`src/rtl/tdo_capture.sv`:
```
// TDO capture: packs tdo_valid bits LSB-first into J_D_WIDTH-bit RAM words; write issues one clk after the filling bit, done one clk later.
// No backpressure (1 bit/clk accepted); optional captured_bits port under `TDO_CAPTURE_COUNT_EN.
module tdo_capture #(
   parameter int J_D_WIDTH = 8,
   parameter int J_A_WIDTH = 12
) (
   input  logic                 clk,
   input  logic                 reset,
   input  logic                 capture_start,
   input  logic                 capture_abort,
   input  logic [J_A_WIDTH+2:0] capture_bits,
   input  logic                 tdo,
   input  logic                 tdo_valid,
   output logic [J_A_WIDTH-1:0] vector_2_addr,
   output logic                 vector_2_we,
   output logic [J_D_WIDTH-1:0] vector_2_wr_data,
`ifdef TDO_CAPTURE_COUNT_EN
   output logic [J_A_WIDTH+2:0] captured_bits,
`endif
   output logic                 busy,
   output logic                 done
);

   localparam int CW = J_A_WIDTH + 3;
   localparam int PW = (J_D_WIDTH > 1) ? $clog2(J_D_WIDTH) : 1;
   localparam logic [PW-1:0] POS_LAST = PW'(J_D_WIDTH - 1);

   typedef enum logic [1:0] {
      IDLE    = 2'd0,
      CAPTURE = 2'd1,
      FLUSH   = 2'd2,
      DONE    = 2'd3
   } state_t;

   state_t               state_q;
   logic [CW-1:0]        rem_q;
   logic [PW-1:0]        pos_q;
   logic [J_D_WIDTH-1:0] shreg_q;
   logic [J_A_WIDTH-1:0] addr_q;
   logic                 we_q;
   logic [J_D_WIDTH-1:0] wdata_q;
   logic                 busy_q;
   logic                 done_q;

   logic [J_D_WIDTH-1:0] word_d;
   logic                 bit_acc;
   logic                 last_bit;
   logic                 word_full;

   always_comb begin
      word_d        = shreg_q;
      word_d[pos_q] = tdo;
   end

   assign bit_acc   = (state_q == CAPTURE) && tdo_valid;
   assign last_bit  = (rem_q == CW'(1));
   assign word_full = (pos_q == POS_LAST);

   always_ff @(posedge clk) begin
      if (reset) begin
         state_q <= IDLE;
         rem_q   <= '0;
         pos_q   <= '0;
         shreg_q <= '0;
         addr_q  <= '0;
         we_q    <= 1'b0;
         wdata_q <= '0;
         busy_q  <= 1'b0;
         done_q  <= 1'b0;
      end else begin
         we_q   <= 1'b0;
         done_q <= 1'b0;
         // Address advances at the end of each write cycle, so it reads as the write target while we is high.
         if (we_q) begin
            addr_q <= addr_q + J_A_WIDTH'(1);
         end
         if (capture_abort) begin
            state_q <= IDLE;
            busy_q  <= 1'b0;
         end else begin
            case (state_q)
               IDLE: begin
                  if (capture_start) begin
                     rem_q   <= capture_bits;
                     pos_q   <= '0;
                     shreg_q <= '0;
                     addr_q  <= '0;
                     if (capture_bits == '0) begin
                        state_q <= DONE;
                     end else begin
                        state_q <= CAPTURE;
                        busy_q  <= 1'b1;
                     end
                  end
               end
               CAPTURE: begin
                  if (bit_acc) begin
                     rem_q <= rem_q - CW'(1);
                     if (word_full || last_bit) begin
                        we_q    <= 1'b1;
                        wdata_q <= word_d;
                        shreg_q <= '0;
                        pos_q   <= '0;
                     end else begin
                        shreg_q <= word_d;
                        pos_q   <= pos_q + PW'(1);
                     end
                     if (last_bit) begin
                        state_q <= FLUSH;
                     end
                  end
               end
               FLUSH: begin
                  state_q <= DONE;
                  busy_q  <= 1'b0;
                  done_q  <= 1'b1;
               end
               DONE: begin
                  // A zero-length capture reaches DONE without the pulse FLUSH issues, so raise it here instead.
                  state_q <= IDLE;
                  done_q  <= !done_q;
               end
               default: state_q <= IDLE;
            endcase
         end
      end
   end

`ifdef TDO_CAPTURE_COUNT_EN
   logic [CW-1:0] cnt_q;

   always_ff @(posedge clk) begin
      if (reset) begin
         cnt_q <= '0;
      end else if (!capture_abort) begin
         if ((state_q == IDLE) && capture_start) begin
            cnt_q <= '0;
         end else if (bit_acc) begin
            cnt_q <= cnt_q + CW'(1);
         end
      end
   end

   assign captured_bits = cnt_q;
`endif

   assign vector_2_addr    = addr_q;
   assign vector_2_we      = we_q;
   assign vector_2_wr_data = wdata_q;
   assign busy             = busy_q;
   assign done             = done_q;

endmodule

```
`config.mk`:
```
export PLATFORM = sky130hd
export DESIGN_NAME = tdo_capture
export DESIGN_NICKNAME = d
export VERILOG_FILES = /design/src/rtl/tdo_capture.sv
export SDC_FILE = /design/constraint.sdc
export NUM_CORES = 1
export LEC_CHECK = 0
export CORE_MARGIN = 2
export CORE_UTILIZATION = 55
export DETAILED_ROUTE_END_ITERATION = 7
export GPL_TIMING_DRIVEN = 0
export PLACE_DENSITY = 0.82
export SYNTH_ARGS = -nofsm -noshare
export SYNTH_HDL_FRONTEND = slang
export SYNTH_SLANG_ARGS = --single-unit
```
`constraint.sdc`:
```
create_clock -name clk -period 3.2 [get_ports clk]
set_input_delay 0.48 -clock clk [delete_from_list [all_inputs] [get_ports clk]]
set_output_delay 0.48 -clock clk [all_outputs]
set_load 0.05 [all_outputs]
```
==> results.tsv <==
stage	metric	value	unit
run_status	outcome	complete, no violations	
synthesis	post-synthesis register bit count	51	
finish	design area	0.00336	mm^2
die	core area	0.00475	mm^2
finish	Area growth syn-to-layout	22.3	%
setup_path	Worst setup SP type	flop	
synthesis	Yosys top cell by area	dfxtp_1	
timing	Max Clock Freq	454	MHz
finish	filler cell count in the final layout	403	
cts	Worst-path clk slew	90	ps
cts	Root Buffer	clkbuf_8	
synthesis	top-count cell post-synth	dfxtp_1	
die	die span in x	74.7	um
finish	layout cell share with drive strength beyond 1	5.51	%
setup_path	reg2reg setup slack	1000	ps
power	Sw Share	28.3	%
power	peak supply drop	0.314	mV
flow_run	maxcap violations	0	
global_routing	pin count of the biggest net entering global routing	16	
setup_path	Critical Path Fanout Max	10	
setup_path	Worst EP required	3450	ps
global_routing	Remaining Overflow, GRT	0	
timing	Slew Limit Fails	0	
drt	vias per cell	5.77	
power	pwr dens	423	mW/mm^2
die	Die ar.	0.00557	mm^2
timing	Hold Slack	489	ps
setup_path	worst reg2reg path startpoint	state_q[0]	
cts	post-CTS sizing	0	
finish	register area	0.00102	mm^2
global_routing	GRT Total Usage	24.2	%
global_routing	met3 usage in global routing	4.82	%
synthesis	syn nets	344	
synthesis	Distinct cells, synth	56	
drt	Residual DRC	0	
power	Net Sw Power	0.402	mW
cts	postcts setup bufs	0	
placement	GPL Wtd Cong	0.937	
timing	clock skew	7.27	ps
power	Pwr Total	1.42	mW
synthesis	Yosys warning count	0	
placement	placed instance count	422	
power	Internal	1.02	mW
placement	placed instance area	0.00324	mm^2
drt	total wire length	6290	um
setup_path	Reg2Reg Depth	7	
cts	TritonCTS Buffers	5	
synthesis	Syn Std Cell Area	0.00275	mm^2
cts	clk buf depth	2	
timing	endpoints failing hold	0	
global_routing	met2 Resource Use GR	38.6	%
setup_path	CP Class	flop to flop	
cts	H-tree depth	2	
global_routing	first-pass GRT wire length	10400	um
timing	period utilization	68.9	%
cts	# clock sinks	51	
timing	minimum clock period	2200	ps
timing	Relative slew margins	61.2	%
finish	Cell Count, Final, Fillers Out	430	
drt	Initial DRC Count	128	
die	Top Ports	44	
synthesis	Yosys top cell area share	37.2	%
cts	CTS tree	built	
placement	port bufs	41	
min_path	Hold Crit Endpoint	shreg_q[2]	
synthesis	Syn Area/Cell	8.74	um^2
power	Comb pwr share	19.3	%
timing	Worst-Margin Slew	578	ps
setup_path	CP arrival	2460	ps
global_routing	vias in the first global route	2202	
setup_path	Crit Reg-Reg Endpoint	shreg_q[7]	
power	Clk pwr share	32.8	%
min_path	HP Class	flop to flop	
synthesis	Syn Inst Count	314	
synthesis	Post-synth ARST share	0	%
power	leakage dissipation	1.28	nW
min_path	hold path start	shreg_q[2]	
drt	post-DR wirelength/cell	14.6	um
synthesis	top cells by area, synth	dfxtp_1 37%, nor2_1 5.2%, ha_1 4.1%	
die	DIE HEIGHT	74.7	um
drt	post-route ant nets	0	
timing	final setup TNS	0	ps
synthesis	Seq/Total Area, Yosys	37.2	%
min_path	Hold Crit Depth	1	
synthesis	ys flop type	dfxtp_1	
timing	unrepaired setup endpoints after global routing	false	
die	Initial Utilization	57.7	%
global_routing	busiest grt layer	met2	
timing	# setup viols final	0	
cts	# hold bufs at CTS	0	
finish	Multi-input gate area	0.00161	mm^2
global_routing	initial antenna violation count	0	
die	number of core rows	25	
finish	Antenna diodes	0	
finish	Nets	392	
drt	Via Count	2480	
power	sequential power share	47.9	%
cts	later-pin clock latency in the skew report	310	ps
setup_path	CP Capture Type	flop	
global_routing	GR Util met1	33.5	%
drt	First-pass DRT Iterations	4	
synthesis	number of flops mapped to enable cells by yosys	0	
synthesis	commonest cells in the netlist	51 x dfxtp_1, 38 x nor2_1, 19 x nand2_1	
placement	Post-DP HPWL	4550	um
## stage by stage
step	setup slack [ps]	utilization (%)
floorplan	1280	-
global placement	820	68.1
detailed placement	829	68.1
CTS	1010	70.6
global route	810	70.6
finish	996	70.6
## flip-flops by register name (all words and copies together), names as in the netlist
register and count:
vector_2_we 1, vector_2_addr 12, state_q 2, busy 1, done 1, vector_2_wr_data 8
rem_q 15, shreg_q 8, pos_q 3
## area by class of cell
| class | count | area share, % |
|---|---|---|
| clock inverters | 2 | 1.04 |
| well taps | 67 | 2.50 |
| repair buffers | 41 | 12.2 |
| flip-flops and latches | 51 | 30.4 |
| inverters | 9 | 1.01 |
| plain buffers | 20 | 2.39 |
| multi-input cells | 234 | 48.0 |
| clock buffers | 6 | 2.46 |
## cells in the final DEF (no fill, tap or decap), drive strengths merged, types with 4 or more instances in the layout
cell	Yosys	final
mux2	9	9
ha	9	9
nand4	7	7
nand3b	5	5
and4	6	6
dfxtp	51	51
xor2	9	9
a21oi	18	18
nor3	7	7
nand3	8	8
clkdlybuf4s50	0	41
nand2	19	19
nor3b	5	5
inv	8	8
buf	5	5
o21ai	10	10
nor4	8	8
mux2i	10	10
a22o	8	8
clkbuf	15	21
o221a	4	4
nor2b	16	16
nor2	38	38
## routing by layer
metal  wire (um)  vias up
met4          74        0
met2        3000       62
met1        2870     1173
met3         348        8
li1            -     1237
met5           0        -
## power by group through the flow
stage | sequential (mW) | clock (mW) | combinational (mW)
final | 0.681 | 0.465 | 0.274
after global routing | 0.685 | 0.500 | 0.301
after CTS | 0.680 | 0.473 | 0.270
after detailed placement | 0.695 | 0 | 0.268
after global placement | 0.694 | 0 | 0.264
after floorplan | 0.693 | 0 | 0.186
## logic make-up (layout without fill, tap and decap cells)
kind of cell	Yosys count	count (layout)	synth area share, %
simple gates	129	129	26.2
compound gates	66	66	17.5
flops	51	51	37.2
buf+inv	29	78	4.15
mux	19	19	7.34
xor+xnor	11	11	3.51
fa+ha+maj	9	9	4.10
## worst max-delay path by stage
stage | start | to | cells after the start
final | state_q[0] | shreg_q[7] | 7
after global routing | state_q[0] | shreg_q[1] | 7
after CTS | state_q[0] | shreg_q[7] | 7
after detailed placement | capture_abort | pos_q[1] | 6
after global placement | capture_abort | pos_q[1] | 6
after floorplan | state_q[0] | rem_q[13] | 6
## critical path, cell delays in order (launching register included)
cell	delay, ps
dfxtp_1	390
inv_1	90
ha_1	300
nor2b_4	180
or3_1	430
nor4_2	320
buf_2	290
a22o_1	160
Power figures use the tool's default switching activity.
